[config.mk]
export PLATFORM = sky130hd
export DESIGN_NAME = memtrans_host_flat
export DESIGN_NICKNAME = d
export VERILOG_FILES = /design/src/rtl/memtrans_pkg.sv /design/src/rtl/memtrans_if.sv /design/src/rtl/memtrans_word_shifter.sv /design/src/rtl/memtrans_host.sv /design/src/flat_wrapper.sv
export SDC_FILE = /design/constraint.sdc
export NUM_CORES = 1
export LEC_CHECK = 0
export BUFFER_PORTS_ARGS = -buffer_cell sky130_fd_sc_hd__buf_4
export CORE_ASPECT_RATIO = 1.25
export CORE_MARGIN = 5
export CORE_UTILIZATION = 64
export DETAILED_ROUTE_END_ITERATION = 10
export GPL_ROUTABILITY_DRIVEN = 0
export PLACE_DENSITY = 0.92
export SLEW_MARGIN = 10
export SYNTH_ARGS = -nofsm -noshare
export SYNTH_HDL_FRONTEND = slang
export SYNTH_HIERARCHICAL = 1
export SYNTH_SLANG_ARGS = --single-unit
[constraint.sdc]
create_clock -name clk -period 7.1 [get_ports clk]
set_input_delay 1.42 -clock clk [delete_from_list [all_inputs] [get_ports clk]]
set_output_delay 1.42 -clock clk [all_outputs]
set_load 0.02 [all_outputs]
[src/rtl/memtrans_pkg.sv]
// memtrans host shared definitions
// command codes, status codes, FSM states
package memtrans_pkg;

   localparam logic [7:0] CMD_FLASH_WR = 8'h70;
   localparam logic [7:0] CMD_FLASH_RD = 8'h0F;
   localparam logic [7:0] CMD_ERASE    = 8'h38;
   localparam logic [7:0] CMD_RAM_WR   = 8'hF3;
   localparam logic [7:0] CMD_RAM_RD   = 8'h93;
   localparam logic [7:0] RSP_BUSY     = 8'hCC;
   localparam logic [7:0] RSP_DONE     = 8'h33;

   typedef enum logic [2:0] {
      ST_OK            = 3'd0,
      ST_ACK_MISMATCH  = 3'd1,
      ST_DATA_MISMATCH = 3'd2,
      ST_TIMEOUT       = 3'd3,
      ST_BAD_ARGS      = 3'd4,
      ST_PROTOCOL      = 3'd5
   } status_e;

   typedef enum logic [3:0] {
      S_IDLE,
      S_SEND_CMD,
      S_SEND_META,
      S_WAIT_ACK,
      S_WR_FETCH,
      S_WR_SEND,
      S_RD_RECV,
      S_ERASE_WAIT,
      S_WAIT_SUM,
      S_FINISH
   } state_e;

   function automatic logic is_cmd(input logic [7:0] c);
      return c == CMD_FLASH_WR || c == CMD_FLASH_RD ||
             c == CMD_ERASE    || c == CMD_RAM_WR   ||
             c == CMD_RAM_RD;
   endfunction

   function automatic logic is_wr(input logic [7:0] c);
      return c == CMD_FLASH_WR || c == CMD_RAM_WR;
   endfunction

   function automatic logic is_rd(input logic [7:0] c);
      return c == CMD_FLASH_RD || c == CMD_RAM_RD;
   endfunction

   function automatic logic is_wide(input logic [7:0] c);
      return c == CMD_RAM_WR || c == CMD_RAM_RD;
   endfunction

   function automatic logic [7:0] meta_byte(
      input logic [21:0] s,
      input logic [21:0] e,
      input logic [2:0]  i
   );
      logic [7:0] b;
      b = 8'h00;
      unique case (i)
         3'd0:    b = s[7:0];
         3'd1:    b = s[15:8];
         3'd2:    b = {2'b00, s[21:16]};
         3'd3:    b = e[7:0];
         3'd4:    b = e[15:8];
         3'd5:    b = {2'b00, e[21:16]};
         default: b = 8'h00;
      endcase
      return b;
   endfunction

   function automatic logic [7:0] meta_xor(
      input logic [21:0] s,
      input logic [21:0] e
   );
      logic [7:0] x;
      x = 8'h00;
      for (int i = 0; i < 6; i++)
         x = x ^ meta_byte(s, e, 3'(i));
      return x;
   endfunction

endpackage

[src/rtl/memtrans_if.sv]
// memtrans host request/data bus
// master = requester, slave = memtrans_host
interface memtrans_if;

   logic        req_valid;
   logic        req_ready;
   logic [7:0]  req_cmd;
   logic [21:0] req_start;
   logic [21:0] req_end;
   logic        wr_valid;
   logic        wr_ready;
   logic [31:0] wr_data;
   logic        rd_valid;
   logic [31:0] rd_data;
   logic        erase_tick;
   logic        done;
   logic [2:0]  status;

   modport master (
      output req_valid, req_cmd, req_start, req_end,
      output wr_valid, wr_data,
      input  req_ready, wr_ready, rd_valid, rd_data,
      input  erase_tick, done, status
   );

   modport slave (
      input  req_valid, req_cmd, req_start, req_end,
      input  wr_valid, wr_data,
      output req_ready, wr_ready, rd_valid, rd_data,
      output erase_tick, done, status
   );

endinterface

[src/rtl/memtrans_word_shifter.sv]
// LSB-first word <-> byte shifter
// 2 bytes (narrow) or 4 bytes (wide) per word
module memtrans_word_shifter (
   input  logic        clk,
   input  logic        rst,
   input  logic        wide,
   input  logic        load,
   input  logic [31:0] load_word,
   input  logic        shift,
   input  logic        push,
   input  logic [7:0]  push_byte,
   output logic [7:0]  byte_out,
   output logic        last,
   output logic [31:0] push_word
);

   logic [31:0] word;
   logic [1:0]  cnt;

   assign byte_out  = word[7:0];
   assign last      = cnt == (wide ? 2'd3 : 2'd1);
   assign push_word = wide ? {push_byte, word[31:8]}
                           : {16'h0000, push_byte, word[15:8]};

   // word register and byte position
   always_ff @(posedge clk or negedge rst) begin
      if (!rst) begin
         word <= '0;
         cnt  <= '0;
      end else if (load) begin
         word <= load_word;
         cnt  <= '0;
      end else if (shift) begin
         word <= {8'h00, word[31:8]};
         cnt  <= last ? 2'd0 : cnt + 2'd1;
      end else if (push) begin
         word <= push_word;
         cnt  <= last ? 2'd0 : cnt + 2'd1;
      end
   end

endmodule

[src/rtl/memtrans_host.sv]
// memtrans host: UART command/data engine
// for flash/RAM read, write and erase
module memtrans_host
   import memtrans_pkg::*;
#(
   parameter logic [7:0]  CHECKSUM_INIT  = 8'h23,
   parameter logic [31:0] TIMEOUT_CYCLES = 32'd50_000_000
) (
   input  logic       clk,
   input  logic       rst,
   memtrans_if.slave  h,
   output logic [7:0] tx_data,
   output logic       tx_start,
   input  logic       tx_busy,
   input  logic [7:0] rx_data,
   input  logic       rx_ready
);

   state_e      state, state_n;
   status_e     stat, stat_n;
   logic        ph, ph_n;
   logic [2:0]  idx, idx_n;
   logic [7:0]  cmd, cmd_n;
   logic [7:0]  csum, csum_n;
   logic [21:0] beg_q, beg_n;
   logic [21:0] fin_q, fin_n;
   logic [21:0] rem, rem_n;
   logic [31:0] timer, timer_n;
   logic [31:0] rdat, rdat_n;
   logic        rdv, rdv_n;
   logic        tick, tick_n;

   logic        is_send, is_rx, send_done;
   logic [7:0]  meta_sum;
   logic        sh_load, sh_shift, sh_push;
   logic [31:0] sh_word;
   logic [7:0]  sh_byte;
   logic        sh_last;
   logic [31:0] sh_pword;

   memtrans_word_shifter u_shift (
      .clk       (clk),
      .rst       (rst),
      .wide      (is_wide(cmd)),
      .load      (sh_load),
      .load_word (sh_word),
      .shift     (sh_shift),
      .push      (sh_push),
      .push_byte (rx_data),
      .byte_out  (sh_byte),
      .last      (sh_last),
      .push_word (sh_pword)
   );

   assign is_send = state == S_SEND_CMD  ||
                    state == S_SEND_META ||
                    state == S_WR_SEND;
   assign is_rx   = state == S_WAIT_ACK   ||
                    state == S_RD_RECV    ||
                    state == S_ERASE_WAIT ||
                    state == S_WAIT_SUM;
   assign send_done = is_send && ph && !tx_busy;
   assign meta_sum  = CHECKSUM_INIT ^ meta_xor(beg_q, fin_q);

   assign tx_start     = is_send && !ph;
   assign h.req_ready  = state == S_IDLE;
   assign h.wr_ready   = state == S_WR_FETCH && h.wr_valid;
   assign h.rd_valid   = rdv;
   assign h.rd_data    = rdat;
   assign h.erase_tick = tick;
   assign h.done       = state == S_FINISH;
   assign h.status     = stat;

   // byte presented to the UART
   always_comb begin
      tx_data = 8'h00;
      unique case (1'b1)
         state == S_SEND_CMD:  tx_data = cmd;
         state == S_SEND_META: tx_data = meta_byte(beg_q, fin_q, idx);
         state == S_WR_SEND:   tx_data = sh_byte;
         default:              tx_data = 8'h00;
      endcase
   end

   // next state and datapath updates
   always_comb begin
      state_n  = state;
      stat_n   = stat;
      ph_n     = ph;
      idx_n    = idx;
      cmd_n    = cmd;
      csum_n   = csum;
      beg_n    = beg_q;
      fin_n    = fin_q;
      rem_n    = rem;
      timer_n  = '0;
      rdat_n   = rdat;
      rdv_n    = 1'b0;
      tick_n   = 1'b0;
      sh_load  = 1'b0;
      sh_shift = 1'b0;
      sh_push  = 1'b0;
      sh_word  = '0;

      if (is_send && !ph && tx_busy)
         ph_n = 1'b1;

      unique case (state)
         S_IDLE: begin
            if (h.req_valid) begin
               cmd_n   = h.req_cmd;
               beg_n   = h.req_start;
               fin_n   = h.req_end;
               rem_n   = h.req_end - h.req_start;
               ph_n    = 1'b0;
               idx_n   = '0;
               sh_load = 1'b1;
               if (h.req_start == h.req_end ||
                   !is_cmd(h.req_cmd)) begin
                  stat_n  = ST_BAD_ARGS;
                  state_n = S_FINISH;
               end else begin
                  state_n = S_SEND_CMD;
               end
            end
         end
         S_SEND_CMD: begin
            if (send_done) begin
               ph_n    = 1'b0;
               state_n = S_SEND_META;
            end
         end
         S_SEND_META: begin
            if (send_done) begin
               ph_n  = 1'b0;
               idx_n = idx + 3'd1;
               if (idx == 3'd5)
                  state_n = S_WAIT_ACK;
            end
         end
         S_WAIT_ACK: begin
            if (rx_ready) begin
               if (rx_data != meta_sum) begin
                  stat_n  = ST_ACK_MISMATCH;
                  state_n = S_FINISH;
               end else begin
                  csum_n = CHECKSUM_INIT;
                  if (is_wr(cmd))
                     state_n = S_WR_FETCH;
                  else if (is_rd(cmd))
                     state_n = S_RD_RECV;
                  else
                     state_n = S_ERASE_WAIT;
               end
            end
         end
         S_WR_FETCH: begin
            if (h.wr_valid) begin
               sh_load = 1'b1;
               sh_word = h.wr_data;
               ph_n    = 1'b0;
               state_n = S_WR_SEND;
            end
         end
         S_WR_SEND: begin
            if (send_done) begin
               ph_n   = 1'b0;
               csum_n = csum ^ sh_byte;
               if (!sh_last)
                  sh_shift = 1'b1;
               else if (rem == 22'd1)
                  state_n = S_WAIT_SUM;
               else begin
                  rem_n   = rem - 22'd1;
                  state_n = S_WR_FETCH;
               end
            end
         end
         S_RD_RECV: begin
            if (rx_ready) begin
               csum_n  = csum ^ rx_data;
               sh_push = 1'b1;
               if (sh_last) begin
                  rdv_n  = 1'b1;
                  rdat_n = sh_pword;
                  if (rem == 22'd1)
                     state_n = S_WAIT_SUM;
                  else
                     rem_n = rem - 22'd1;
               end
            end
         end
         S_ERASE_WAIT: begin
            if (rx_ready) begin
               if (rx_data == RSP_BUSY)
                  tick_n = 1'b1;
               else if (rx_data == RSP_DONE) begin
                  stat_n  = ST_OK;
                  state_n = S_FINISH;
               end else begin
                  stat_n  = ST_PROTOCOL;
                  state_n = S_FINISH;
               end
            end
         end
         S_WAIT_SUM: begin
            if (rx_ready) begin
               stat_n  = (rx_data == csum) ? ST_OK
                                           : ST_DATA_MISMATCH;
               state_n = S_FINISH;
            end
         end
         S_FINISH: state_n = S_IDLE;
         default:  state_n = S_IDLE;
      endcase

      if (is_rx && !rx_ready) begin
         if (timer >= TIMEOUT_CYCLES - 32'd1) begin
            stat_n  = ST_TIMEOUT;
            state_n = S_FINISH;
         end else begin
            timer_n = timer + 32'd1;
         end
      end
   end

   // state and datapath registers
   always_ff @(posedge clk or negedge rst) begin
      if (!rst) begin
         state <= S_IDLE;
         stat  <= ST_OK;
         ph    <= 1'b0;
         idx   <= '0;
         cmd   <= '0;
         csum  <= '0;
         beg_q <= '0;
         fin_q <= '0;
         rem   <= '0;
         timer <= '0;
         rdat  <= '0;
         rdv   <= 1'b0;
         tick  <= 1'b0;
      end else begin
         state <= state_n;
         stat  <= stat_n;
         ph    <= ph_n;
         idx   <= idx_n;
         cmd   <= cmd_n;
         csum  <= csum_n;
         beg_q <= beg_n;
         fin_q <= fin_n;
         rem   <= rem_n;
         timer <= timer_n;
         rdat  <= rdat_n;
         rdv   <= rdv_n;
         tick  <= tick_n;
      end
   end

endmodule

[src/flat_wrapper.sv]
// flat-port wrapper written by rule: the top's interface ports become plain ports
module memtrans_host_flat import memtrans_pkg::*;
#(
   parameter logic [7:0]  CHECKSUM_INIT  = 8'h23,
   parameter logic [31:0] TIMEOUT_CYCLES = 32'd50_000_000
)
  (clk, rst, tx_data, tx_start, tx_busy, rx_data, rx_ready, h_req_valid, h_req_cmd, h_req_start, h_req_end, h_wr_valid, h_wr_data, h_req_ready, h_wr_ready, h_rd_valid, h_rd_data, h_erase_tick, h_done, h_status);
  memtrans_if h_i ();
  input  logic clk;
  input  logic rst;
  output logic [7:0] tx_data;
  output logic tx_start;
  input  logic tx_busy;
  input  logic [7:0] rx_data;
  input  logic rx_ready;
  input wire logic [$bits(h_i.req_valid)-1:0] h_req_valid;
  input wire logic [$bits(h_i.req_cmd)-1:0] h_req_cmd;
  input wire logic [$bits(h_i.req_start)-1:0] h_req_start;
  input wire logic [$bits(h_i.req_end)-1:0] h_req_end;
  input wire logic [$bits(h_i.wr_valid)-1:0] h_wr_valid;
  input wire logic [$bits(h_i.wr_data)-1:0] h_wr_data;
  output wire logic [$bits(h_i.req_ready)-1:0] h_req_ready;
  output wire logic [$bits(h_i.wr_ready)-1:0] h_wr_ready;
  output wire logic [$bits(h_i.rd_valid)-1:0] h_rd_valid;
  output wire logic [$bits(h_i.rd_data)-1:0] h_rd_data;
  output wire logic [$bits(h_i.erase_tick)-1:0] h_erase_tick;
  output wire logic [$bits(h_i.done)-1:0] h_done;
  output wire logic [$bits(h_i.status)-1:0] h_status;
  assign h_i.req_valid = h_req_valid;
  assign h_i.req_cmd = h_req_cmd;
  assign h_i.req_start = h_req_start;
  assign h_i.req_end = h_req_end;
  assign h_i.wr_valid = h_wr_valid;
  assign h_i.wr_data = h_wr_data;
  assign h_req_ready = h_i.req_ready;
  assign h_wr_ready = h_i.wr_ready;
  assign h_rd_valid = h_i.rd_valid;
  assign h_rd_data = h_i.rd_data;
  assign h_erase_tick = h_i.erase_tick;
  assign h_done = h_i.done;
  assign h_status = h_i.status;
  memtrans_host #(.CHECKSUM_INIT(CHECKSUM_INIT), .TIMEOUT_CYCLES(TIMEOUT_CYCLES)) u_core (.clk(clk), .rst(rst), .h(h_i), .tx_data(tx_data), .tx_start(tx_start), .tx_busy(tx_busy), .rx_data(rx_data), .rx_ready(rx_ready));
endmodule
### After elaboration in Yosys (flattened, before gate mapping)

Index checks and enable logic that the tools add are counted.

| storage, ports and cells | value |
|---|---|
| bits in registers | 193 |
| input port bits | 98 |
| word-level logic and storage cells | 182 |
| output and inout bits | 49 |

| operators by class | value |
|---|---|
| $add $sub $neg | 5 |
| magnitude comparators | 1 |
| eq/ne operators | 36 |
| mux-type cells | 82 |
| bitwise gates (word level) | 8 |
| reductions and logical operators | 35 |

Operator list:

| kind | count |
|---|---|
| 2-to-1 mux 32 bit | 8 |
| 2-to-1 mux 22 bit | 5 |
| 2-to-1 mux 4 bit | 20 |
| one-hot mux 22 bit (3 select lines) | 1 |
| one-hot mux 8 bit (3 select lines) | 2 |
| one-hot mux 8 bit (6 select lines) | 1 |
| equality test 8 bit, second input constant | 5 |
| XOR 8 bit | 5 |
| 2-to-1 mux 3 bit | 12 |
| one-hot mux 4 bit (9 select lines) | 1 |
| adder 32 x 1 -> 32 bit, second input constant | 1 |
| >= comparator 32 x 26 -> 1 bit, second input constant | 1 |
| 2-to-1 mux 8 bit | 4 |
| equality test 22 x 1 -> 1 bit, second input constant | 1 |
| equality test 22 bit | 1 |
| subtractor 22 x 1 -> 22 bit, second input constant | 1 |
| subtractor 22 bit | 1 |
| 2-to-1 mux 1 bit | 18 |
| equality test 4 x 3 -> 1 bit, second input constant | 4 |
| equality test 8 x 4 -> 1 bit, second input constant | 2 |
| equality test 8 x 6 -> 1 bit, second input constant | 2 |
| equality test 8 x 7 -> 1 bit, second input constant | 2 |
| XOR 8 x 6 -> 8 bit | 2 |
| logical OR 1 bit | 13 |
| 30 further kinds | 54 |

### Longest topological paths before layout

| logic depth | value |
|---|---|
| depth after elaboration | 12 |
| mapped depth | 12 |

### Hierarchy

Netlist, hierarchy kept.

By module, submodules not included:

| module | instances | cells each | area each (um^2) |
|---|---|---|---|
| memtrans_host | 1 | 1098 | 9829.4 |
| memtrans_word_shifter | 1 | 207 | 1980.6 |

### Worst setup path before layout

No wires, ideal clock.

| path | value |
|---|---|
| kind | input to output |
| start | in h_wr_valid |
| end | out h_wr_ready |
| stages on the path | 3 |
| setup slack | 3.630 ns |
| data arrival time | 2.050 ns |
| required time | 5.680 ns |
| path buffers | 2 |
| path through | and3_1 -> clkbuf_1 -> clkbuf_1 |

| on the way | value |
|---|---|
| cells in the longest elaborated chain, start to end | 1 |

RTL lines:

| what | line | RTL |
|---|---|---|
| start, declared | flat_wrapper.sv:20 | `input wire logic [$bits(h_i.wr_valid)-1:0] h_wr_valid;` |
| logical AND 1 bit | memtrans_host.sv:67 | `assign h.wr_ready = state == S_WR_FETCH && h.wr_valid;` |
| end, declared | flat_wrapper.sv:23 | `output wire logic [$bits(h_i.wr_ready)-1:0] h_wr_ready;` |

No other way between the ends.

### Worst setup path after layout

| path | value |
|---|---|
| start | reg u_core.idx[2] |
| end | out tx_data[5] |

| on the way | value |
|---|---|
| cells in the longest elaborated chain, start to end | 3 |
| elaborated cells on any way between the ends | 8 |
| those cells by class | eq/ne (5); mux (2); reduce/logical (1) |

RTL lines:

| what | line | RTL |
|---|---|---|
| start, declared | memtrans_host.sv:22 | `logic [2:0] idx, idx_n;` |
| start signal, assigned | memtrans_host.sv:247 | `idx <= idx_n;` |
| equality test 3 bit, or another cell as far along | memtrans_pkg.sv:60 | `unique case (i)` |
| one-hot mux 8 bit (6 select lines) * | memtrans_pkg.sv:60 |  |
| one-hot mux 8 bit (3 select lines) * | memtrans_host.sv:77 | `unique case (1'b1)` |
| end, declared | flat_wrapper.sv:11 | `output logic [7:0] tx_data;` |

Mark *: on every way between the ends. The rest lies on a longest branch, timed or not.

==> implementation parameters <==
Parameter                              Value

Outcome
  Result of the run    finished clean

Timing
  Max Fclk    around 230 MHz
  Final total negative setup slack    0 ns
  Share of the clock period used by the worst path after layout    about 60%
  Final Hold Slack    0.511 ns
  Clock Skew    between 0.01 and 0.015 ns
  Worst slew margin relative to its limit    about 40%
  Final max-slew violation count    0
  Shortest clock period the worst path allows after layout    4.28 ns
  Endpoints failing hold    0
  Slew @ Worst Pin    approximately 0.90 ns
  Setup repair after global routing missed its margin    false
  Final setup violation count    0
  Setup WS post-layout    ~2.8 ns

Die
  Area of the die    around 21000 um2
  Core ar.    approximately 18000 um2
  I/O pin count    between 100 and 150
  Floorplan row count    55
  Die outline width    132 um
  Vertical die dimension    around 160 um
  Initial core utilization    about two thirds

Layout
  Antenna diode count    0
  Most common cell after layout, fill and taps aside    sky130_fd_sc_hd__nand2_1
  Fraction of final layout cells with drive strength greater than 1    between 15 and 20%
  Area delta synth->final    14.7%
  Number of nets in the finished design    ~1.5k
  Top library cells by usage in the layout, fill and taps aside    210 x sky130_fd_sc_hd__nand2_1, 193 x sky130_fd_sc_hd__dfrtp_1, 155 x sky130_fd_sc_hd__buf_4

Clock network
  Number of hold buffers added after CTS    0
  Clock slew seen by the registers of the worst setup and hold paths    ~0.070 ns
  Post_cts resized    0
  TritonCTS clock tree    done
  Number of buffers created by CTS    17
  Root Buffer    sky130_fd_sc_hd__clkbuf_16
  H-tree levels    4
  Number of buffers added for setup after CTS    0
  Clock Sinks    between 150 and 200
  Buffer levels on the longest clock path    2
  Source-to-sink clock delay at the later pin of the worst-skew pair    roughly 0.45 ns

Synth
  Leading area contributor after synthesis    sky130_fd_sc_hd__dfrtp_1
  Count of mapped cells out of synthesis    approximately 1.3k
  Cell area after synthesis    11800 um2
  Count of unique library cells instantiated by Yosys    80
  Fraction of registers with async set/reset    100%
  Leading post-synthesis cells by cell area    sky130_fd_sc_hd__dfrtp_1 41%, sky130_fd_sc_hd__nand2_1 6.7%, sky130_fd_sc_hd__mux2_2 4.7%
  #FFs+latches synth    around 190
  Top cell type's share of synthesized area    40.9%
  Yosys warns    6
  Seq/Total Area, Yosys    a little over 40%
  Avg Cell Area, Syn    roughly 9.0 um2
  Post-synth EDFFs    0
  Most instantiated flip-flop cell in the synthesis netlist    sky130_fd_sc_hd__dfrtp_1

Setup path
  Worst EP arrival    approximately 2.9 ns
  Startpoint kind of the worst setup timing path    flip-flop
  Worst Path Required    around 5.7 ns
  Worst stage delay on the critical path    slightly below 0.9 ns
  Critical path's slowest cell    sky130_fd_sc_hd__dfrtp_1
  Maximum fanout along the worst path    23
  Capturing element type of the critical path    primary output
  Cell Chain, Critical Path    inv_1, ha_1, a32oi_1, o21ai_0, a21oi_1, o22ai_1, buf_4
  Critical path class    reg -> out

Drt
  Per-cell routed wire length    around 21 um
  Detailed-route vias per instance    ~6.5
  Remaining number of nets flagged by the antenna check after routing    0
  Detailed-route wire length    roughly 35 mm
  Number of violations reported at the end of detailed-routing iteration 0    between 1k and 1.5k
  Via count of the routed design    ~11k
  DRT Pass-1 Iters    8
  DRC    0

Global routing
  Via count of the first global-routing pass    10.7k
  Number of antenna violations at the first check in global routing    0
  First-pass GRT wire length    about 55 mm
  Total congestion overflow    0
  All-layer global routing usage    between 30% and 40%
  Largest net degree at the start of global routing    between 80 and 90

Place
  HPWL after detailed placement    ~25 mm
  Worst slack at placement    between 2 and 3 ns
  Port Buffer Count    roughly 150

Power
  Worst VDD drop    ~220 uV
  Power density over the cells    roughly 330 nW/um2
  Reported leakage power    6.28 nW

Min path
  Type of the tightest min-delay check    reg -> reg

Run
  Max-Cap Viols    0
[kinds of logic (layout without fill, tap and decap cells)]
kind of cell,after synthesis,in the layout,synth area share [%]
other,1,6,0.0318
adder cells (fa/ha/maj),30,30,3.24
flip-flops,193,193,40.9
AO/OA/AOI/OAI,284,284,15.3
buffers and inverters,118,231,4.70
XOR/XNOR,92,92,7.99
AND/OR/NAND/NOR,511,511,20.9
multiplexers,76,76,6.96
[synthesized netlist by cell type (all sizes together), types with 6 or more instances]
cell type	number
nor4	11
nor2b	13
buf	30
or3	9
nor3	25
xnor3	10
a32oi	7
nor2	92
a31oi	17
xnor2	36
xor2	46
o21ai	97
o22ai	19
mux2	49
a22oi	8
dfrtp	193
inv	41
and3	11
a21o	7
nand4	12
or4	6
o21a	8
and2	63
or2	6
a221oi	10
a21oi	64
mux2i	27
nand2	211
ha	29
nand3	29
nor3b	6
clkbuf	46
[flip-flops by register name, summed over array words and instances (netlist names)]
register and cells:
u_core/state 4, u_core/timer 32, u_core/h.rd_data 32, u_core/ph 1, u_core/u_shift/word 32, u_core/idx 3, u_core/fin_q 22, u_core/rem 22
u_core/h.rd_valid 1, u_core/cmd 8, u_core/h.erase_tick 1, u_core/beg_q 22, u_core/u_shift/cnt 2, u_core/h.status 3, u_core/csum 8
[final timing paths]
| check | slack (ns) | depth (start not counted) | from | end |
|---|---|---|---|---|
| max | 2.82 | 7 | u_core/idx[2]$_DFFE_PN0P_ | tx_data[5] |
| min | 0.51 | 1 | u_core/h.rd_data[22]$_DFFE_PN0P_ | u_core/h.rd_data[22]$_DFFE_PN0P_ |
| max reg2reg | 3.43 | 11 | u_core/cmd[2]$_DFFE_PN0P_ | u_core/u_shift/word[13]$_DFFE_PN0P_ |
| min reg2reg | 0.51 | 1 | u_core/h.rd_data[22]$_DFFE_PN0P_ | u_core/h.rd_data[22]$_DFFE_PN0P_ |
| max in group asynchronous | 4.86 | 2 | rst | u_core/csum[0]$_DFFE_PN0P_ |
| min in group asynchronous | 0.98 | 1 | rst | u_core/timer[9]$_DFF_PN0_ |
[stage by stage]
| step | power (W) | cell area (um2) | cells | util [%] |
|---|---|---|---|---|
| 2_1_floorplan | 0.00287 | 11800 | 1310 | - |
| 3_3_place_gp | 0.00325 | 12900 | 1618 | 71.1 |
| 3_5_place_dp | 0.00333 | 12900 | 1618 | 71.1 |
| 4_1_cts | 0.00436 | 13500 | 1650 | 74.4 |
| 5_1_grt | 0.00461 | 13500 | 1651 | 74.5 |
| 6_report | 0.00441 | 13500 | 1651 | 74.5 |
[where the power goes]
group | switching [W] | total [W] | internal, W
Combinational | 0.000930 | 0.00166 | 0.000729
Sequential | 0.000354 | 0.00174 | 0.00139
Clock | 0.000469 | 0.00101 | 0.000538
[critical path: cells and delay by family, from the launching register on]
family                   cells  cell delay (ns)
AO/OA/AOI/OAI                4             0.75
adder cells (fa/ha/maj)      1             0.37
buffers and inverters        2             0.41
flip-flops                   1             0.88
[final cells by class]
class | instances | area, um2
clock buffers | 17 | 425
clock inverters | 15 | 190
fillers | 1239 | 4630
inverters | 42 | 158
multi-input cells | 999 | 6460
flip-flops and latches | 193 | 4830
well taps | 228 | 285
repair buffers | 157 | 1190
[routing by layer]
| layer | wire length, um | GRT usage (%) | vias to the layer above |
|---|---|---|---|
| met1 | 12100 | 36.9 | 5069 |
| met5 | 0 | 0 | - |
| li1 | - | - | 4793 |
| met2 | 16700 | 53.4 | 749 |
| met3 | 3330 | 7.16 | 188 |
| met4 | 2360 | 20.2 | 0 |
No activity file was read; power rests on OpenSTA's default activity.
